===== config.mk =====
export PLATFORM = sky130hd
export DESIGN_NAME = keypad_scanner
export DESIGN_NICKNAME = d
export VERILOG_FILES = /design/src/rtl/keypad_scanner.sv
export SDC_FILE = /design/constraint.sdc
export NUM_CORES = 1
export LEC_CHECK = 0
export ABC_CLOCK_PERIOD_IN_PS = 6820
export BUFFER_PORTS_ARGS = -buffer_cell sky130_fd_sc_hd__buf_4
export CAP_MARGIN = 20
export CORE_MARGIN = 2
export CORE_UTILIZATION = 40
export DETAILED_ROUTE_END_ITERATION = 8
export GPL_TIMING_DRIVEN = 0
export PLACE_DENSITY = 0.62
export SYNTH_ARGS = -nofsm -noshare
export SYNTH_HDL_FRONTEND = slang
export SYNTH_SLANG_ARGS = --single-unit

===== constraint.sdc =====
create_clock -name clk -period 6.82 [get_ports clk]
set_clock_uncertainty 0.05 [all_clocks]
set_input_delay 1.364 -clock clk [delete_from_list [all_inputs] [get_ports clk]]
set_output_delay 1.364 -clock clk [all_outputs]
set_load 0.02 [all_outputs]

===== src/rtl/keypad_scanner.sv =====
// +----------------------------------------------------------------------------+
// | keypad_scanner                                                             |
// | 4x4 matrix keypad scanner: column drive, row sync, per-frame debounce.     |
// | Optional build macro: KEYPAD_REPEAT_EN enables auto-repeat while held.     |
// | Revision: 1.0                                                              |
// +----------------------------------------------------------------------------+
`default_nettype none

module keypad_scanner #(
  parameter int SCAN_DIV        = 100000,
  parameter int DEBOUNCE_FRAMES = 4,
  parameter int REPEAT_FRAMES   = 64
) (
  input  logic       clk,
  input  logic       rst_n,
  input  logic [3:0] row,
  output logic [3:0] col,
  output logic [3:0] key,
  output logic       key_valid,
  output logic       key_held
);

  localparam logic [1:0] ST_IDLE        = 2'd0;
  localparam logic [1:0] ST_PRESS_CHK   = 2'd1;
  localparam logic [1:0] ST_HELD        = 2'd2;
  localparam logic [1:0] ST_RELEASE_CHK = 2'd3;

  localparam logic [17:0] DIV_LAST = 18'(SCAN_DIV - 1);
  localparam logic [3:0]  DB_LAST  = 4'(DEBOUNCE_FRAMES - 1);

  generate
    if (SCAN_DIV < 3 || SCAN_DIV > 262143 || DEBOUNCE_FRAMES < 1 ||
        DEBOUNCE_FRAMES > 15 || REPEAT_FRAMES < 1) begin : g_param_error
      $error("keypad_scanner: parameter out of legal range");
    end
  endgenerate

  // Row synchronizer
  logic [3:0] row_meta;
  logic [3:0] row_sync;

  always_ff @(posedge clk or negedge rst_n) begin
    if (!rst_n) begin
      row_meta <= 4'hF;
      row_sync <= 4'hF;
    end else begin
      row_meta <= row;
      row_sync <= row_meta;
    end
  end

  // Free-running column scan
  logic [17:0] div_cnt;
  logic [1:0]  col_idx;
  logic        col_end;
  logic        frame_end;

  assign col_end   = (div_cnt == DIV_LAST);
  assign frame_end = col_end && (col_idx == 2'd3);

  always_ff @(posedge clk or negedge rst_n) begin
    if (!rst_n) begin
      div_cnt <= '0;
      col_idx <= 2'd0;
    end else if (col_end) begin
      div_cnt <= '0;
      col_idx <= col_idx + 2'd1;
    end else begin
      div_cnt <= div_cnt + 18'd1;
    end
  end

  // Frame accumulation: intersection count saturates at 2 (MULTI)
  logic [3:0] row_hit;
  logic [2:0] hits;
  logic [1:0] row_enc;
  logic [1:0] base_cnt;
  logic [2:0] sum_cnt;
  logic [1:0] acc_cnt;
  logic [1:0] acc_cnt_next;
  logic [3:0] acc_code;
  logic [3:0] acc_code_next;
  logic       res_key;
  logic [3:0] res_code;

  assign row_hit = ~row_sync;
  assign hits    = {2'b00, row_hit[0]} + {2'b00, row_hit[1]} +
                   {2'b00, row_hit[2]} + {2'b00, row_hit[3]};

  always_comb begin
    row_enc = 2'd0;
    for (int i = 3; i >= 0; i--) begin
      if (row_hit[i]) row_enc = 2'(i);
    end
  end

  always_comb begin
    base_cnt      = (col_idx == 2'd0) ? 2'd0 : acc_cnt;
    sum_cnt       = {1'b0, base_cnt} + hits;
    acc_cnt_next  = (sum_cnt >= 3'd2) ? 2'd2 : sum_cnt[1:0];
    acc_code_next = acc_code;
    if (base_cnt == 2'd0 && hits == 3'd1) begin
      acc_code_next = {row_enc, col_idx};
    end
  end

  always_ff @(posedge clk or negedge rst_n) begin
    if (!rst_n) begin
      acc_cnt  <= 2'd0;
      acc_code <= 4'd0;
    end else if (col_end) begin
      acc_cnt  <= acc_cnt_next;
      acc_code <= acc_code_next;
    end
  end

  assign res_key  = frame_end && (acc_cnt_next == 2'd1);
  assign res_code = acc_code_next;

  // Debounce FSM
  logic [1:0] state;
  logic [1:0] state_next;
  logic [3:0] cand;
  logic [3:0] cand_next;
  logic [3:0] cnt;
  logic [3:0] cnt_next;
  logic [3:0] key_reg;
  logic [3:0] key_next;
  logic       accept;
  logic       repeat_pulse;

`ifdef KEYPAD_REPEAT_EN
  localparam int REP_W = $clog2(REPEAT_FRAMES + 1);
  localparam logic [REP_W-1:0] REP_LAST = REP_W'(REPEAT_FRAMES - 1);
  logic [REP_W-1:0] rep_cnt;
  logic [REP_W-1:0] rep_next;
`endif

  always_ff @(posedge clk or negedge rst_n) begin
    if (!rst_n) begin
      state   <= ST_IDLE;
      cand    <= 4'd0;
      cnt     <= 4'd0;
      key_reg <= 4'd0;
`ifdef KEYPAD_REPEAT_EN
      rep_cnt <= '0;
`endif
    end else begin
      state   <= state_next;
      cand    <= cand_next;
      cnt     <= cnt_next;
      key_reg <= key_next;
`ifdef KEYPAD_REPEAT_EN
      rep_cnt <= rep_next;
`endif
    end
  end

  always_comb begin
    state_next   = state;
    cand_next    = cand;
    cnt_next     = cnt;
    key_next     = key_reg;
    accept       = 1'b0;
    repeat_pulse = 1'b0;
`ifdef KEYPAD_REPEAT_EN
    rep_next     = rep_cnt;
`endif
    if (frame_end) begin
      case (state)
        ST_IDLE: begin
          if (res_key) begin
            if (DEBOUNCE_FRAMES == 1) begin
              state_next = ST_HELD;
              key_next   = res_code;
              accept     = 1'b1;
`ifdef KEYPAD_REPEAT_EN
              rep_next   = '0;
`endif
            end else begin
              state_next = ST_PRESS_CHK;
              cand_next  = res_code;
              cnt_next   = 4'd1;
            end
          end
        end
        ST_PRESS_CHK: begin
          if (res_key && res_code == cand) begin
            if (cnt == DB_LAST) begin
              state_next = ST_HELD;
              key_next   = cand;
              accept     = 1'b1;
`ifdef KEYPAD_REPEAT_EN
              rep_next   = '0;
`endif
            end else begin
              cnt_next = cnt + 4'd1;
            end
          end else if (res_key) begin
            cand_next = res_code;
            cnt_next  = 4'd1;
          end else begin
            state_next = ST_IDLE;
          end
        end
        ST_HELD: begin
          if (res_key && res_code == key_reg) begin
`ifdef KEYPAD_REPEAT_EN
            if (rep_cnt == REP_LAST) begin
              repeat_pulse = 1'b1;
              rep_next     = '0;
            end else begin
              rep_next = rep_cnt + 1'b1;
            end
`endif
          end else if (DEBOUNCE_FRAMES == 1) begin
            state_next = ST_IDLE;
          end else begin
            state_next = ST_RELEASE_CHK;
            cnt_next   = 4'd1;
          end
        end
        default: begin
          if (res_key && res_code == key_reg) begin
            state_next = ST_HELD;
`ifdef KEYPAD_REPEAT_EN
            rep_next   = '0;
`endif
          end else if (cnt == DB_LAST) begin
            state_next = ST_IDLE;
          end else begin
            cnt_next = cnt + 4'd1;
          end
        end
      endcase
    end
  end

  // Outputs: the accepted code is visible on the same cycle as its pulse
  always_comb begin
    col       = ~(4'b0001 << col_idx);
    key       = accept ? res_code : key_reg;
    key_valid = accept | repeat_pulse;
    key_held  = (state == ST_HELD) || (state == ST_RELEASE_CHK);
  end

endmodule

`default_nettype wire


==> metrics <==
initial DRC count ~100; CTS Hold Bufs 0; worst hold path class register to register; crit-path max FO 6; # diodes 0; gr usage total 0.149; Synth Register Bits 48; WL final about 5.3 mm; critical path type register to primary output; endpoints failing hold 0; fillers 641; initial core utilization 0.411; Max VDD drop around 0.000072 V; fraction of layout cells with a size suffix above 1 0.159; gpl congestion around 0.84; synth warn 0; wire length of the first global-routing pass between 9 and 10 mm; WP data required about 5.4 ns; Clk pin slew, worst setup/hold paths 0.09 ns; CTS max path bufs 2; vias in the first global route 1,937; multi-input logic area ~0.0015 mm2; Worst Path Arrival 4.67 ns; most frequent cells in the layout dfrtp_1, inv_1, nand2_1, nor2_1, nand3_1; slew of the pin with the lowest slew margin 1.00 ns; number of max-cap violations 0; Buf/Inv on CP 2; Post-CTS Setup Bufs 0; crit end category primary output; Clock Tree Root clkbuf_8; Mapped Cells between 200 and 300; Async SR Flop Fraction 1.00; crit path time final a little over 6 ns; syn_area_per_cell about 10 um2; initial antenna violation count 0; Inserted Clock Buffers 5; RSZ-0062 raised after global routing false; Leak Pwr 1.35 nW; IO buf count 15; via count a little over 2,000; Worst Setup Start Kind register; syn_nets ~300; DRT Pass-1 Iters 4; pwr dens ~160 mW/mm2; top_reg_cell synth dfrtp_1; # DRC 0; fin crit share 0.893; Seq/Total Area, Yosys 0.436; Storage cell area around 0.0012 mm2; largest net degree at the start of global routing slightly below 50; Final ANT Viol Nets 0; FMAX ~160 MHz; Die W 87.3 um; htree depth 2; core area between 0.006 and 0.007 mm2; num ports 16; Skew-Pair Late Insertion Delay ~0.30 ns; HPWL Detailed between 3 and 4 mm; CTS tree done; DR WL/cell around 14 um; Sum Neg Setup Slack 0 ns; area added between synthesis and finish 10.9%; Mapped Area between 0.002 and 0.003 mm2; max incr delay on CP approximately 0.65 ns; Final Util 0.456; Final nets 321; number of synthesized flops with an enable pin 0; GRT overflow 0; Biggest register div_cnt; most common cell after layout, fill and taps aside dfrtp_1; Via-to-Cell Ratio 5.33; slowest cell on the critical path nor3b_1; # clock sinks between 40 and 50; Rows 30; Die Y a little under 90 um; Final Max Tran Viols 0; Power, Total 0.000492 W; status completed; Post-CTS Resized 0; number of flip-flops in the largest register 18; Netlist cell types 56; critical path cell sequence inv_1, fa_1, ha_1, ha_1, fa_1, xor2_1, nor3b_1, nand4_1, nor4_1, and2_1, a21oi_1, buf_4; CP delay by family, top simple AND/OR/NAND/NOR gates; Setup violations, final 0; max_slew headroom 0.330; die area 0.00763 mm2
-- path summary, 6_finish.rpt --
check | startpoint | endpoint | slack (ns) | depth (start not counted)
worst max-delay path | row_sync[0] | key[0] | 0.73 | 12
worst min register to register | row_meta[0] | row_sync[0] | 0.31 | 0
worst max register to register | row_sync[0] | state[0] | 2.18 | 12
worst min-delay path | row_meta[0] | row_sync[0] | 0.31 | 0
max in group asynchronous | rst_n | div_cnt[10] | 5.28 | 1
min in group asynchronous | rst_n | acc_code[3] | 1.02 | 1
-- per-stage QoR --
step	hold slack [ns]	cell area (um2)	setup WS [ns]	instances
4_1_cts	0.311	3080	0.758	381
3_3_place_gp	0.297	2990	1.15	373
6_report	0.310	3080	0.732	381
3_5_place_dp	0.297	2990	1.09	373
2_1_floorplan	0.295	2780	1.62	278
5_1_grt	0.315	3080	0.410	381
-- power breakdown --
part	leakage [nW]	switching, W	internal, W
clock network	0.0414	0.0000967	0.0000731
logic	0.677	0.0000213	0.0000115
registers	0.629	0.00000112	0.000289
-- synthesized netlist by cell type, drive strengths merged (2+ instances only) --
cell type,n,area [um2]
dfrtp,40,1000
inv,24,90.1
nand2,20,75.1
nor2,18,67.6
nand3,16,80.1
a21oi,15,75.1
ha,13,163
mux2,10,113
xnor2,10,87.6
o21ai,9,45.0
and3,8,50.1
dfstp,8,210
xor2,8,70.1
and2,7,43.8
nor4,6,43.8
clkbuf,4,16.3
nor2b,4,25.0
nor3,4,20.0
nor3b,4,30.0
a211oi,3,27.5
a31oi,3,18.8
and4,3,26.3
mux2i,3,30.0
or3,3,18.8
a21boi,2,18.8
fa,2,40.0
nand4,2,12.5
nor4b,2,17.5
nor4bb,2,20.0
o21bai,2,15.0
o22ai,2,12.5
o31a,2,17.5
or4,2,18.8
-- area by class of cell --
class                      instances  area share
clock inverter                     2     0.00528
clock buffer                       6      0.0236
tap                               80      0.0325
inverter                          24      0.0293
buffer                             4     0.00528
multi-input combinational        202       0.474
sequential                        48       0.393
timing repair buffer              15      0.0366
-- metal layers --
layer	routed length, um	vias up	global-route usage
met5	0	-	0
met1	2760	966	0.209
met4	52	0	0.0462
li1	-	1037	-
met3	132	4	0.0284
met2	2370	23	0.233
-- kinds of logic (layout without fill, tap and decap cells) --
family | after synthesis | in the layout | synth area share
compound gates | 52 | 52 | 0.136
xor+xnor | 18 | 18 | 0.0568
fa+ha+maj | 15 | 15 | 0.0730
buf+inv | 28 | 51 | 0.0383
flops | 48 | 48 | 0.436
mux | 13 | 13 | 0.0514
simple gates | 104 | 104 | 0.208
Note: power is estimated with default switching activity, not from simulation.
